## src/rtl/uart_pkg.sv

```systemverilog
// Shared definitions for the UART peripheral: register map, STAT/CTRL bit positions
// and the TX/RX framing state encodings.
package uart_pkg;

  localparam logic [7:0] RegData = 8'd0;
  localparam logic [7:0] RegStat = 8'd1;
  localparam logic [7:0] RegCtrl = 8'd2;
  localparam logic [7:0] RegDiv  = 8'd3;

  localparam int unsigned StatTxFull  = 0;
  localparam int unsigned StatTxEmpty = 1;
  localparam int unsigned StatRxEmpty = 2;
  localparam int unsigned StatRxFull  = 3;
  localparam int unsigned StatRxOvr   = 4;
  localparam int unsigned StatFrmErr  = 5;
  localparam int unsigned StatTxBusy  = 6;
  localparam int unsigned StatTxOvf   = 7;

  localparam int unsigned CtrlTxEn       = 0;
  localparam int unsigned CtrlRxEn       = 1;
  localparam int unsigned CtrlIrqRx      = 2;
  localparam int unsigned CtrlIrqTxEmpty = 3;
  localparam int unsigned CtrlIrqErr     = 4;
  localparam int unsigned CtrlLoopback   = 5;
  localparam int unsigned CtrlWidth      = 6;

  typedef enum logic [1:0] {TxIdle, TxStart, TxData, TxStop} tx_state_e;
  typedef enum logic [1:0] {RxIdle, RxStart, RxData, RxStop} rx_state_e;

endpackage

```

## src/rtl/uart_sync_fifo.sv

```systemverilog
// Single-clock FIFO with occupancy count. A pop is only honoured when non-empty; a push
// into a full FIFO is accepted only when a valid pop happens in the same cycle.
module uart_sync_fifo #(
  parameter int unsigned WIDTH = 8,
  parameter int unsigned DEPTH = 16
) (
  input  logic                     clk_i,
  input  logic                     rst_ni,
  input  logic                     push_i,
  input  logic [WIDTH-1:0]         wdata_i,
  input  logic                     pop_i,
  output logic [WIDTH-1:0]         rdata_o,
  output logic                     full_o,
  output logic                     empty_o,
  output logic [$clog2(DEPTH):0]   count_o
);

  localparam int unsigned AW = $clog2(DEPTH);
  localparam logic [AW:0] CountFull = (AW + 1)'(DEPTH);

  logic [AW-1:0] wptr_q, wptr_d, rptr_q, rptr_d;
  logic [AW:0]   count_q, count_d;
  logic [WIDTH-1:0] mem_q [DEPTH];
  logic do_push, do_pop;

  always_comb begin
    do_pop  = pop_i && (count_q != '0);
    do_push = push_i && ((count_q != CountFull) || do_pop);
    wptr_d  = wptr_q + AW'(do_push);
    rptr_d  = rptr_q + AW'(do_pop);
    count_d = count_q + (AW + 1)'(do_push) - (AW + 1)'(do_pop);
  end

  always_ff @(posedge clk_i or negedge rst_ni) begin
    if (!rst_ni) begin
      wptr_q  <= '0;
      rptr_q  <= '0;
      count_q <= '0;
    end else begin
      wptr_q  <= wptr_d;
      rptr_q  <= rptr_d;
      count_q <= count_d;
    end
  end

  always_ff @(posedge clk_i) begin
    if (do_push) mem_q[wptr_q] <= wdata_i;
  end

  assign rdata_o = mem_q[rptr_q];
  assign full_o  = (count_q == CountFull);
  assign empty_o = (count_q == '0);
  assign count_o = count_q;

endmodule

```

## src/rtl/uart_fifo_periph.sv

```systemverilog
// Bus-mapped UART: TX/RX FIFOs, 16x oversampling tick generator, framing FSMs,
// sticky error flags and a registered level interrupt.
module uart_fifo_periph
  import uart_pkg::*;
#(
  parameter int unsigned FIFO_DEPTH  = 16,
  parameter logic [15:0] DIV_DEFAULT = 16'd27,
  parameter int unsigned DATA_BITS   = 8
) (
  input  logic        clk,
  input  logic        rstn,
  input  logic [7:0]  addrIn,
  input  logic [7:0]  addrOut,
  input  logic [3:0]  sizeDecode,
  input  logic [31:0] dataIn,
  input  logic        rdEn,
  output logic [31:0] dataOut,
  output logic        IRQ,
  output logic        TXD,
  input  logic        RXD
);

  localparam int unsigned CW = $clog2(FIFO_DEPTH) + 1;
  localparam logic [3:0] LastBit = 4'(DATA_BITS - 1);

  logic [CtrlWidth-1:0] ctrl_q, ctrl_d;
  logic [15:0] div_q, div_d, tick_cnt_q, tick_cnt_d, div_eff;
  logic        tick;
  tx_state_e   tx_state_q, tx_state_d;
  rx_state_e   rx_state_q, rx_state_d;
  logic [3:0]  tx_cnt_q, tx_cnt_d, tx_bit_q, tx_bit_d, rx_cnt_q, rx_cnt_d, rx_bit_q, rx_bit_d;
  logic [DATA_BITS-1:0] tx_shift_q, tx_shift_d, rx_shift_q, rx_shift_d, tx_rdata, rx_rdata;
  logic [1:0]  rx_sync_q;
  logic        rx_prev_q, rx_in, rx_fall, tx_line, tx_busy;
  logic        tx_push, tx_pop, rx_push, rx_pop, tx_full, tx_empty, rx_full, rx_empty;
  logic [CW-1:0] tx_count, rx_count;
  logic        rx_ovr_q, rx_ovr_d, frm_err_q, frm_err_d, tx_ovf_q, tx_ovf_d, irq_q, irq_d;
  logic        ovr_set, frm_set, w1c_en;
  logic [31:0] dout_q, dout_d, stat;
  logic        unused_bits;

  assign unused_bits = ^{dataIn[31:16], sizeDecode[3:2]};

  // Reload-style divider: a new DIV value is only picked up when the counter reloads.
  always_comb begin
    div_eff    = (div_q == '0) ? 16'd1 : div_q;
    tick       = (tick_cnt_q <= 16'd1);
    tick_cnt_d = tick ? div_eff : tick_cnt_q - 16'd1;
  end

  always_comb begin
    tx_state_d = tx_state_q;
    tx_cnt_d   = tx_cnt_q;
    tx_bit_d   = tx_bit_q;
    tx_shift_d = tx_shift_q;
    tx_pop     = 1'b0;
    tx_line    = 1'b1;
    unique case (tx_state_q)
      TxIdle: begin
        if (ctrl_q[CtrlTxEn] && !tx_empty) begin
          tx_pop     = 1'b1;
          tx_shift_d = tx_rdata;
          tx_cnt_d   = '0;
          tx_bit_d   = '0;
          tx_state_d = TxStart;
        end
      end
      TxStart: begin
        tx_line = 1'b0;
        if (tick) begin
          tx_cnt_d = tx_cnt_q + 4'd1;
          if (tx_cnt_q == 4'd15) tx_state_d = TxData;
        end
      end
      TxData: begin
        tx_line = tx_shift_q[0];
        if (tick) begin
          tx_cnt_d = tx_cnt_q + 4'd1;
          if (tx_cnt_q == 4'd15) begin
            tx_shift_d = tx_shift_q >> 1;
            tx_bit_d   = tx_bit_q + 4'd1;
            if (tx_bit_q == LastBit) tx_state_d = TxStop;
          end
        end
      end
      TxStop: begin
        if (tick) begin
          tx_cnt_d = tx_cnt_q + 4'd1;
          if (tx_cnt_q == 4'd15) tx_state_d = TxIdle;
        end
      end
      default: tx_state_d = TxIdle;
    endcase
  end

  assign tx_busy = (tx_state_q != TxIdle);

  // Loopback bypasses the synchroniser: the TX line is already in this clock domain.
  assign rx_in   = ctrl_q[CtrlLoopback] ? tx_line : rx_sync_q[1];
  assign rx_fall = rx_prev_q && !rx_in;

  always_comb begin
    rx_state_d = rx_state_q;
    rx_cnt_d   = rx_cnt_q;
    rx_bit_d   = rx_bit_q;
    rx_shift_d = rx_shift_q;
    rx_push    = 1'b0;
    ovr_set    = 1'b0;
    frm_set    = 1'b0;
    unique case (rx_state_q)
      RxIdle: begin
        if (ctrl_q[CtrlRxEn] && rx_fall) begin
          rx_cnt_d   = '0;
          rx_bit_d   = '0;
          rx_state_d = RxStart;
        end
      end
      RxStart: begin
        if (tick) begin
          rx_cnt_d = rx_cnt_q + 4'd1;
          if (rx_cnt_q == 4'd7 && rx_in) rx_state_d = RxIdle;
          else if (rx_cnt_q == 4'd15)    rx_state_d = RxData;
        end
      end
      RxData: begin
        if (tick) begin
          rx_cnt_d = rx_cnt_q + 4'd1;
          if (rx_cnt_q == 4'd7) rx_shift_d = {rx_in, rx_shift_q[DATA_BITS-1:1]};
          if (rx_cnt_q == 4'd15) begin
            rx_bit_d = rx_bit_q + 4'd1;
            if (rx_bit_q == LastBit) rx_state_d = RxStop;
          end
        end
      end
      RxStop: begin
        if (tick) begin
          rx_cnt_d = rx_cnt_q + 4'd1;
          // Decide at mid-stop so the next start edge is never missed.
          if (rx_cnt_q == 4'd7) begin
            rx_state_d = RxIdle;
            if (!rx_in)                  frm_set = 1'b1;
            else if (rx_full && !rx_pop) ovr_set = 1'b1;
            else                         rx_push = 1'b1;
          end
        end
      end
      default: rx_state_d = RxIdle;
    endcase
  end

  always_comb begin
    tx_push = sizeDecode[0] && (addrIn == RegData);
    w1c_en  = sizeDecode[0] && (addrIn == RegStat);
    rx_pop  = rdEn && (addrOut == RegData) && !rx_empty;
    ctrl_d  = ctrl_q;
    div_d   = div_q;
    if (sizeDecode[0] && addrIn == RegCtrl) ctrl_d = dataIn[CtrlWidth-1:0];
    if (addrIn == RegDiv) begin
      if (sizeDecode[0]) div_d[7:0]  = dataIn[7:0];
      if (sizeDecode[1]) div_d[15:8] = dataIn[15:8];
    end
    // Set beats clear when both land in the same cycle.
    rx_ovr_d  = (rx_ovr_q  && !(w1c_en && dataIn[StatRxOvr]))  || ovr_set;
    frm_err_d = (frm_err_q && !(w1c_en && dataIn[StatFrmErr])) || frm_set;
    tx_ovf_d  = (tx_ovf_q  && !(w1c_en && dataIn[StatTxOvf]))  || (tx_push && tx_full && !tx_pop);
    stat = {8'h00, 8'(tx_count), 8'(rx_count), tx_ovf_q, tx_busy, frm_err_q, rx_ovr_q,
            rx_full, rx_empty, tx_empty, tx_full};
    dout_d = dout_q;
    if (rdEn) begin
      case (addrOut)
        RegData: dout_d = rx_empty ? 32'h0 : 32'(rx_rdata);
        RegStat: dout_d = stat;
        RegCtrl: dout_d = 32'(ctrl_q);
        RegDiv:  dout_d = 32'(div_q);
        default: dout_d = 32'h0;
      endcase
    end
    irq_d = (ctrl_q[CtrlIrqRx] && !rx_empty)
         || (ctrl_q[CtrlIrqTxEmpty] && tx_empty && !tx_busy)
         || (ctrl_q[CtrlIrqErr] && (rx_ovr_q || frm_err_q || tx_ovf_q));
  end

  always_ff @(posedge clk or negedge rstn) begin
    if (!rstn) begin
      ctrl_q     <= CtrlWidth'(6'h03);
      div_q      <= DIV_DEFAULT;
      tick_cnt_q <= DIV_DEFAULT;
      tx_state_q <= TxIdle;
      tx_cnt_q   <= '0;
      tx_bit_q   <= '0;
      tx_shift_q <= '0;
      rx_state_q <= RxIdle;
      rx_cnt_q   <= '0;
      rx_bit_q   <= '0;
      rx_shift_q <= '0;
      rx_sync_q  <= 2'b11;
      rx_prev_q  <= 1'b1;
      rx_ovr_q   <= 1'b0;
      frm_err_q  <= 1'b0;
      tx_ovf_q   <= 1'b0;
      irq_q      <= 1'b0;
      dout_q     <= '0;
    end else begin
      ctrl_q     <= ctrl_d;
      div_q      <= div_d;
      tick_cnt_q <= tick_cnt_d;
      tx_state_q <= tx_state_d;
      tx_cnt_q   <= tx_cnt_d;
      tx_bit_q   <= tx_bit_d;
      tx_shift_q <= tx_shift_d;
      rx_state_q <= rx_state_d;
      rx_cnt_q   <= rx_cnt_d;
      rx_bit_q   <= rx_bit_d;
      rx_shift_q <= rx_shift_d;
      rx_sync_q  <= {rx_sync_q[0], RXD};
      rx_prev_q  <= rx_in;
      rx_ovr_q   <= rx_ovr_d;
      frm_err_q  <= frm_err_d;
      tx_ovf_q   <= tx_ovf_d;
      irq_q      <= irq_d;
      dout_q     <= dout_d;
    end
  end

  uart_sync_fifo #(.WIDTH(DATA_BITS), .DEPTH(FIFO_DEPTH)) u_tx_fifo (
    .clk_i  (clk),
    .rst_ni (rstn),
    .push_i (tx_push),
    .wdata_i(dataIn[DATA_BITS-1:0]),
    .pop_i  (tx_pop),
    .rdata_o(tx_rdata),
    .full_o (tx_full),
    .empty_o(tx_empty),
    .count_o(tx_count)
  );

  uart_sync_fifo #(.WIDTH(DATA_BITS), .DEPTH(FIFO_DEPTH)) u_rx_fifo (
    .clk_i  (clk),
    .rst_ni (rstn),
    .push_i (rx_push),
    .wdata_i(rx_shift_q),
    .pop_i  (rx_pop),
    .rdata_o(rx_rdata),
    .full_o (rx_full),
    .empty_o(rx_empty),
    .count_o(rx_count)
  );

  assign TXD     = ctrl_q[CtrlLoopback] ? 1'b1 : tx_line;
  assign IRQ     = irq_q;
  assign dataOut = dout_q;

endmodule
```

## config.mk

```make
export PLATFORM = sky130hd
export DESIGN_NAME = uart_fifo_periph
export DESIGN_NICKNAME = d
export VERILOG_FILES = /design/src/rtl/uart_pkg.sv /design/src/rtl/uart_sync_fifo.sv /design/src/rtl/uart_fifo_periph.sv
export SDC_FILE = /design/constraint.sdc
export NUM_CORES = 1
export LEC_CHECK = 0
export CAP_MARGIN = 10
export CORE_ASPECT_RATIO = 1.5
export CORE_MARGIN = 3
export CORE_UTILIZATION = 40
export CTS_BUF_LIST = sky130_fd_sc_hd__clkbuf_16
export DETAILED_ROUTE_END_ITERATION = 10
export GPL_TIMING_DRIVEN = 0
export SLEW_MARGIN = 25
export SYNTH_ARGS = -nofsm -noshare
export SYNTH_HDL_FRONTEND = slang
export SYNTH_HIERARCHICAL = 1
export SYNTH_SLANG_ARGS = --single-unit
```

## constraint.sdc

```tcl
create_clock -name clk -period 9.6 [get_ports clk]
set_input_delay 1.92 -clock clk [delete_from_list [all_inputs] [get_ports clk]]
set_output_delay 1.92 -clock clk [all_outputs]
set_load 0.02 [all_outputs]
```

* Word level (Yosys, flattened, before mapping) *
Memory sizes are Yosys's and may differ from the RTL's.
Index checks and enable logic that the tools add are counted.

cells by class
  add/subtract/negate cells = 13
  equality and inequality tests = 39
  reductions and logical operators = 67
  multiplexer cells = 62
  magnitude comparators = 1

operators with widths
  operator               number
  $pmux 21 s4            1
  $mux 2                 17
  $eq 8x2->1 const B     4
  $mux 16                2
  $mux 4                 8
  $mux 8                 4
  $pmux 4 s2             4
  $ne 2x2->1 const B     15
  $logic_and 1x1->1      26
  $mux 1                 22
  $add 4x1->4            4
  $add 4x1->4 const B    4
  $eq 8x1->1 const B     2
  $le 16x1->1 const B    1
  $logic_not 16->1       1
  $logic_not 8->1        2
  $pmux 2 s4             2
  $pmux 8 s2             1
  $reduce_and 8->1       2
  $sub 16x1->16 const B  1
  $eq 4x3->1 const B     3
  $add 5x1->5            2
  $eq 5x5->1 const B     2
  $logic_not 5->1        2
  17 further kinds       50

word-level totals
  output and inout port bits = 34
  memories = 2
  bits in writable memories = 256
  logic and storage cells = 209
  flip-flop bits (word level) = 139
  bits of input ports = 56

memory list
  memory           depth  width  read ports  clocked after memory_dff  write ports  RTL line              RTL
  u_rx_fifo.mem_q  16     8      1           0                         1            uart_sync_fifo.sv:23  logic [WIDTH-1:0] mem_q [DEPTH];
  u_tx_fifo.mem_q  16     8      1           0                         1            uart_sync_fifo.sv:23

* Longest topological paths before layout *
Gate-level depths: netlist of the first run.

  depth after elaboration = 13
  gate-level depth with buffers = 16
  mapped depth without buffers = 16

* By module *
The synthesis of the first run kept the hierarchy.

modules (own cells, without submodules)
  module                       instances  area an instance (µm²)  cells each  seq. area each (µm²)
  uart_sync_fifo at u_tx_fifo  1          5662.9                  289         4169.0
  uart_sync_fifo at u_rx_fifo  1          5654.2                  274         4169.0
  uart_fifo_periph             1          5205.0                  506         2568.7

* Worst setup path after synthesis of the first run *
OpenSTA, ideal clock, no wires.

  kind = input-to-reg
  start = input addrOut[3]
  end = memory u_rx_fifo.mem_q[0][0] (enable)
  setup time = 0.398 ns
  arrival = 4.441 ns
  path slack = 4.761 ns
  stages = 7
  buffers on the path = 0
  required time = 9.202 ns
  cell sequence = or4_1 > nor3_1 > nand2_1 > o41ai_1 > nor2b_1 > o21ai_1 > nor4b_1

on the way
  longest elaborated chain between the ends = 13
  elaborated cells on any way between the ends = 15
  those cells by class = mux (7); reduce/logical (8)

RTL lines
  what                            RTL line                 RTL
  start, declared                 uart_fifo_periph.sv:13   input logic [7:0] addrOut,
  $logic_not 8->1                 uart_fifo_periph.sv:154  rx_pop = rdEn && (addrOut == RegData) && !rx_empty;
  $logic_and 1x1->1 (2 in a row)  uart_fifo_periph.sv:154
  $logic_not 1->1                 uart_fifo_periph.sv:142  else if (rx_full && !rx_pop) ovr_set = 1'b1;
  $logic_and 1x1->1               uart_fifo_periph.sv:142
  $mux 1                          uart_fifo_periph.sv:142
  $mux 1                          uart_fifo_periph.sv:141  if (!rx_in) frm_set = 1'b1;
  $mux 1                          uart_fifo_periph.sv:139  if (rx_cnt_q == 4'd7) begin
  $mux 1                          uart_fifo_periph.sv:136  if (tick) begin
  $mux 1                          uart_fifo_periph.sv:110  unique case (rx_state_q)
  named net rx_push               uart_fifo_periph.sv:35   logic tx_push, tx_pop, rx_push, rx_pop, tx_full, tx_empty, rx_full, rx_empty;
  $logic_and 1x1->1               uart_sync_fifo.sv:28     do_push = push_i && ((count_q != CountFull) || do_pop);
  $mux 1                          uart_sync_fifo.sv:47     if (do_push) mem_q[wptr_q] <= wdata_i;
  $mux 1 (implied by the code)    uart_sync_fifo.sv:47
  end, declared                   uart_sync_fifo.sv:23

The timed path passes the listed nets, and every way through them passes these cells.

* Worst setup path after layout of the first run *
  start = input addrOut[3]
  end = memory u_rx_fifo.mem_q[15][3] (enable)

Same word-level chain as after synthesis.

==> flow_metrics.env, run 1 <==
export IMPL_grt_pass1_wl_um=58200
export IMPL_nNetsFinal=1271
export IMPL_ir_drop_mv=0.154
export IMPL_setup_tns_ns=0
export IMPL_power_density_nw_per_um2=210
export IMPL_overflow=0
export IMPL_numCtsBuffers=37
export IMPL_endpoint_kind="flop"
export IMPL_cts_tree="done"
export IMPL_first_pass_iters=5
export IMPL_dp_cells=1652
export IMPL_num_rows=90
export IMPL_die_y_um=255
export IMPL_rsz0062_at_grt="false"
export IMPL_grt_usage_pct=17.7
export IMPL_clk_path_buf_depth=3
export IMPL_htree_num_levels=2
export IMPL_vias=9471
export IMPL_io_buffers=58
export IMPL_r2r_end="u_rx_fifo/count_o[4]$_DFF_PN0_"
export IMPL_avgSynthCellArea_um2=15.5
export IMPL_ys_warn_count=6
export IMPL_die_x_um=172
export IMPL_cp_start_kind="input port"
export IMPL_setup_viol_count_final=0
export IMPL_die_area_um2=43800
export IMPL_min_path_type="flop to flop"
export IMPL_outcome="finished clean"
export IMPL_power_leakage_uw=0.00732
export IMPL_cts_sinks=384
export IMPL_synthArstFlopShare_pct=33.3
export IMPL_synth_seq_cells=384
export IMPL_worst_slew_pin_slew_ns=0.970
export IMPL_r2r_start="tick_cnt_q[0]$_DFF_PN1_"
export IMPL_drc=0
export IMPL_final_area_um2=19100
export IMPL_period_share_pct=56.2
export IMPL_crit_arrival_ns=5.55
export IMPL_via_per_inst=5.51
export IMPL_required_ns=9.75
export IMPL_cts_setup_buffers=0
export IMPL_yosysSeqAreaShare_pct=66.0
export IMPL_hold_depth=0
export IMPL_drive_above_1_share_pct=19.1
export IMPL_postSynthCellCount=1069
export IMPL_cts_resized=0
export IMPL_grt_pass1_vias=9800
export IMPL_final_common_cell="edfxtp_1"
export IMPL_start_util_pct=40.8
export IMPL_cp_max_fo=10
export IMPL_synth_cell_types=72
export IMPL_antenna_found_initial=2
export IMPL_core_area_um2=40500
export IMPL_max_freq_mhz=185
export IMPL_wl_per_cell_um=22.4
export IMPL_synth_ff_type="edfxtp_1"
export IMPL_crit_type="input port to flop"
export IMPL_io_pins=90
export IMPL_grt_max_degree=75
export IMPL_max_slew_margin_pct=34.5
export IMPL_hold_start="rx_sync_q[0]$_DFF_PN1_"
export IMPL_reg2reg_slack_ns=5.37
export IMPL_fin_skew_ns=0.0182
export IMPL_synth_area_um2=16500
export IMPL_drt_initial_drc_count=542
export IMPL_wl_um=38500
export IMPL_worstRegToRegCells=16
export IMPL_placedInstanceArea_um2=18000
export IMPL_stdcell_count=1719
export IMPL_hpwlAfterDp_um=27300
export IMPL_clock_latency_ns=0.53
export IMPL_cts_root_buf="clkbuf_16"
export IMPL_power_uw=4020
export IMPL_worst_hold_slack_ns=0.349
export IMPL_postCtsHoldBufs=0
export IMPL_finalMaxSlewViolations=0
export IMPL_clk_pin_slew_worst_paths_ns=0.06
export IMPL_drv_cap=0
export IMPL_final_cell_mix="256 x edfxtp_1, 115 x dfrtp_1, 57 x clkdlybuf4s50_1"
export IMPL_hold_violations=0
export IMPL_fin_crit_ns=5.40
export IMPL_area_delta_synth_final_pct=15.7
export IMPL_place_gp_congestion=0.834
export IMPL_synth_edf_count=256
export IMPL_min_to="rx_sync_q[1]$_DFF_PN1_"
export IMPL_antenna_left=0
state kept, by name (all words and copies together), names as in the netlist, 5 cells and up, named ones only:
name and flops:
tick_cnt_q 16, u_rx_fifo/count_o 5, tx_shift_q 8, u_rx_fifo/mem_q 128, u_tx_fifo/mem_q 128, u_tx_fifo/count_o 5, ctrl_q 6, div_q 16
rx_shift_q 8, dataOut 21
how the worst max path moves through the flow:
stage / start / endpoint / slack (ns) / cells after the start
2_1_floorplan: addrOut[3] / u_rx_fifo/mem_q[0][0]$_DFFE_PP_ / 4.76 / 7
3_3_place_gp: rstn / tx_shift_q[3]$_DFFE_PN0P_ / 1.09 / 1
3_5_place_dp: addrOut[3] / u_rx_fifo/mem_q[12][3]$_DFFE_PP_ / 3.49 / 9
4_1_cts: addrOut[3] / u_rx_fifo/mem_q[15][6]$_DFFE_PP_ / 4.02 / 9
5_1_grt: addrOut[3] / u_rx_fifo/count_o[4]$_DFF_PN0_ / 4.02 / 14
6_report: addrOut[3] / u_rx_fifo/mem_q[15][3]$_DFFE_PP_ / 4.20 / 9
cells in the mapped netlist, types with 4 or more instances:
cell	instances	area share, %
nor3b_1	8	0.36
xnor2_1	20	1.1
a22oi_1	25	1.1
nand3b_1	5	0.23
a221o_1	6	0.36
a21oi_1	19	0.58
a221oi_1	6	0.32
nor4b_1	4	0.21
mux2i_1	9	0.55
edfxtp_1	256	47
nand2_1	51	1.2
mux4_1	20	3.2
dfstp_2	13	2.1
a21o_1	4	0.18
xor2_1	12	0.64
nor4_1	19	0.72
nor2b_1	15	0.57
a31oi_1	4	0.15
or3_1	4	0.15
mux2_2	53	3.6
o22ai_1	17	0.64
inv_1	42	0.95
o21ai_0	28	0.85
mux4_2	38	5.2
ha_1	28	2.1
nand2b_1	16	0.61
or4_1	5	0.23
nand3_1	37	1.1
nand4_1	7	0.27
nor2_1	47	1.1
buf_6	5	0.34
a211oi_1	9	0.41
clkbuf_1	24	0.55
buf_4	13	0.59
nor3_1	23	0.70
dfrtp_1	115	17
o31ai_1	4	0.18
buf_2	10	0.30
metal layers:
layer  GRT usage [%]  routed length (um)  vias to the layer above  share of wire [%]
li1                -                   -                     4356                  -
met1            20.6               15000                     4854                 39
met2            33.1               21000                      183                 54
met3            2.38                1260                       76                3.3
met4            5.98                1270                        2                3.3
met5               0                  20                        -              0.052
power by group:
| group | leakage [uW] | switching, uW | internal (uW) |
|---|---|---|---|
| clock network | 0.000595 | 608 | 790 |
| logic | 0.00241 | 358 | 316 |
| registers | 0.00432 | 88.9 | 1850 |
worst max-delay path, stage by stage:
cell,delay [ns]
clkdlybuf4s50_1,0.39
or4_1,0.54
nor3_1,0.42
nand2_1,0.26
o41ai_1,0.39
nor2b_1,0.32
o21ai_2,0.25
buf_2,0.30
nor3_2,0.74
final cells by class:
cell class,instances,area (um^2)
Fill cell,3510,21400
Timing Repair Buffer,67,658
Antenna cell,1,2.50
Multi-Input combinational cell,594,5240
Buffer,59,368
Clock inverter,27,180
Inverter,42,158
Clock buffer,39,976
Tap cell,506,633
Sequential cell,384,10900
cell families (layout without fill, tap and decap cells):
logic type / Yosys count / count (layout) / share of synthesized area [%]
adders and majority gates: 30 / 30 / 2.36
and+or+nand+nor: 258 / 258 / 8.25
other: 1 / 12 / 0.0227
xor gates and xnor gates: 32 / 32 / 1.70
DFF: 384 / 384 / 66.0
muxes: 120 / 120 / 12.5
buffers and inverters: 101 / 234 / 3.18
AOI/OAI and AO/OA: 143 / 143 / 5.95
metrics by stage:
stage	utilization, %	setup slack, ns
after CTS	47.2	4.02
after detailed placement	44.3	3.49
after global placement	43.8	1.09
final	47.2	4.20
after global routing	47.2	4.02
after floorplan	-	4.76
Note: power is estimated with default switching activity, not from simulation.
==> run 2, diff against run 1 <==
clock period = 4.95 ns   (was 9.6 ns; I/O delays follow)
==> results of run 2 <==
Same layout as run 1 (identical final DEF). Status: finished clean.
Main changes from that run: setup slack after placement 3.49 ns -> -0.230 ns; setup slack after layout 4.20 ns -> 0.481 ns; register-to-register setup slack 5.37 ns -> 0.72 ns; total power 4020 uW -> 7790 uW; worst IR drop on VDD 0.154 mV -> 0.299 mV
==> run 3, diff against run 2 <==
SKIP_CTS_REPAIR_TIMING = 1   (was default)
SLEW_MARGIN = default   (was 25)
==> flow_metrics.env, run 3 (synthesized netlist as in run 1, its figures left out) <==
export IMPL_outcome="finished clean"
export IMPL_antenna_found_initial=2
export IMPL_min_path_type="flop to flop"
export IMPL_final_cell_mix="256 x edfxtp_1, 115 x dfrtp_1, 57 x clkdlybuf4s50_1"
export IMPL_hpwlAfterDp_um=27600
export IMPL_antenna_left=0
export IMPL_num_rows=90
export IMPL_busiest_layer="met2"
export IMPL_drive_above_1_share_pct=19.1
export IMPL_place_gp_congestion=0.834
export IMPL_nNetsFinal=1280
export IMPL_path_cells="clkdlybuf4s50_1 -> or4_1 -> nor3_1 -> nand2_1 -> o41ai_1 -> nor2b_1 -> o21ai_1 -> buf_2 -> nor3_1 -> buf_4"
export IMPL_drt_initial_drc_count=521
export IMPL_wl_per_cell_um=22.3
export IMPL_crit_top_cell="nor3_1"
export IMPL_use_met1_pct=20.8
export IMPL_cp_max_fo=10
export IMPL_grt_pass1_vias=9849
export IMPL_crit_arrival_ns=5.00
export IMPL_cts_tree="done"
export IMPL_rsz0062_at_grt="false"
export IMPL_crit_type="input port to flop"
export IMPL_final_common_cell="edfxtp_1"
export IMPL_clock_latency_ns=0.54
export IMPL_cts_root_buf="clkbuf_16"
export IMPL_pre_cts_slack_ns=-0.569
export IMPL_htree_num_levels=2
export IMPL_crit_family="simple AND/OR/NAND/NOR gates"
export IMPL_ir_drop_mv=0.300
export IMPL_core_area_um2=40500
export IMPL_drc=0
export IMPL_clk_pin_slew_worst_paths_ns=0.06
export IMPL_power_leakage_uw=0.00734
export IMPL_max_slew_margin_pct=26.9
export IMPL_first_pass_iters=4
export IMPL_crit_slowest_cell="nor3_1"
export IMPL_via_per_inst=5.50
export IMPL_clk_path_buf_depth=3
export IMPL_numCtsBuffers=37
export IMPL_path_buf_inv=3
export IMPL_endpoint_kind="flop"
export IMPL_io_pins=90
export IMPL_fin_ws_ns=0.206
export IMPL_setup_tns_ns=0
export IMPL_start_util_pct=40.8
export IMPL_max_freq_mhz=211
export IMPL_hold_violations=0
export IMPL_critPathMaxStageDelay_ns=0.66
export IMPL_period_share_pct=95.8
export IMPL_area_delta_synth_final_pct=15.5
export IMPL_finalMaxSlewViolations=0
export IMPL_grtUsageMet2_pct=32.3
export IMPL_worst_slew_pin_slew_ns=1.09
export IMPL_die_x_um=172
export IMPL_vias=9505
export IMPL_grt_max_degree=75
export IMPL_overflow=0
export IMPL_stdcell_count=1728
export IMPL_drv_cap=0
export IMPL_grt_pass1_wl_um=58500
export IMPL_dp_cells=1659
export IMPL_fin_skew_ns=0.0301
export IMPL_setup_viol_count_final=0
export IMPL_grtUsageMet3_pct=2.69
export IMPL_required_ns=5.21
export IMPL_cp_start_kind="input port"
export IMPL_die_area_um2=43800
export IMPL_fin_crit_ns=4.74
export IMPL_die_y_um=255
export IMPL_grt_usage_pct=17.9
export IMPL_io_buffers=58
export IMPL_cts_sinks=384
export IMPL_wl_um=38600
export IMPL_power_density_nw_per_um2=402
## run 3: cell types whose count changed in the layout (fill, tap and decap cells not counted), sizes merged
cell	before	now
inv	52	55
buf	41	50
clkinv	13	12
bufinv	2	1
clkbuf	64	62
clkinvlp	2	3
## run 3: through the flow
| step | util [%] | instance area [um^2] | power [uW] | hold WS, ns |
|---|---|---|---|---|
| global placement | 43.8 | 17800 | 5110 | 0.347 |
| CTS | 47.0 | 19100 | 7770 | 0.358 |
| global route | 47.1 | 19100 | 8040 | 0.359 |
| finish | 47.1 | 19100 | 7670 | 0.356 |
| floorplan | - | 16600 | 4750 | 0.345 |
| detailed placement | 44.3 | 18000 | 5150 | 0.348 |
## run 3: power by group
part	switching [uW]	internal, uW
Combinational	693	614
Clock	1180	1420
Sequential	171	3600
Total	2040	5630
## run 3: worst paths after layout
path / to / cells after the start / start / slack (ns)
worst max register to register: u_rx_fifo/count_o[4]$_DFF_PN0_ / 16 / tick_cnt_q[0]$_DFF_PN1_ / 0.44
worst min-delay path: rx_sync_q[1]$_DFF_PN1_ / 0 / rx_sync_q[0]$_DFF_PN1_ / 0.36
max in group asynchronous: rx_sync_q[1]$_DFF_PN1_ / 2 / rstn / 3.68
worst max-delay path: u_rx_fifo/mem_q[10][2]$_DFFE_PP_ / 10 / addrOut[3] / 0.21
worst min register to register: rx_sync_q[1]$_DFF_PN1_ / 0 / rx_sync_q[0]$_DFF_PN1_ / 0.36
min in group asynchronous: dataOut[10]$_DFFE_PN0P_ / 1 / rstn / 0.42
## run 3: cell type report
type                       instances  area [um^2]
fill                            3553        21500
sequential                       384        10900
multi-input combinational        594         5200
clock buffer                      37          926
timing repair buffer              76          722
tap                              506          633
buffer                            59          368
clock inverter                    29          169
inverter                          42          158
antenna                            1         2.50
## run 3: layer usage
metal / wire length, um / vias to the layer above
met4: 1810 / 2
met2: 20800 / 230
met3: 1590 / 83
met5: 14 / -
met1: 14400 / 4827
li1: - / 4363
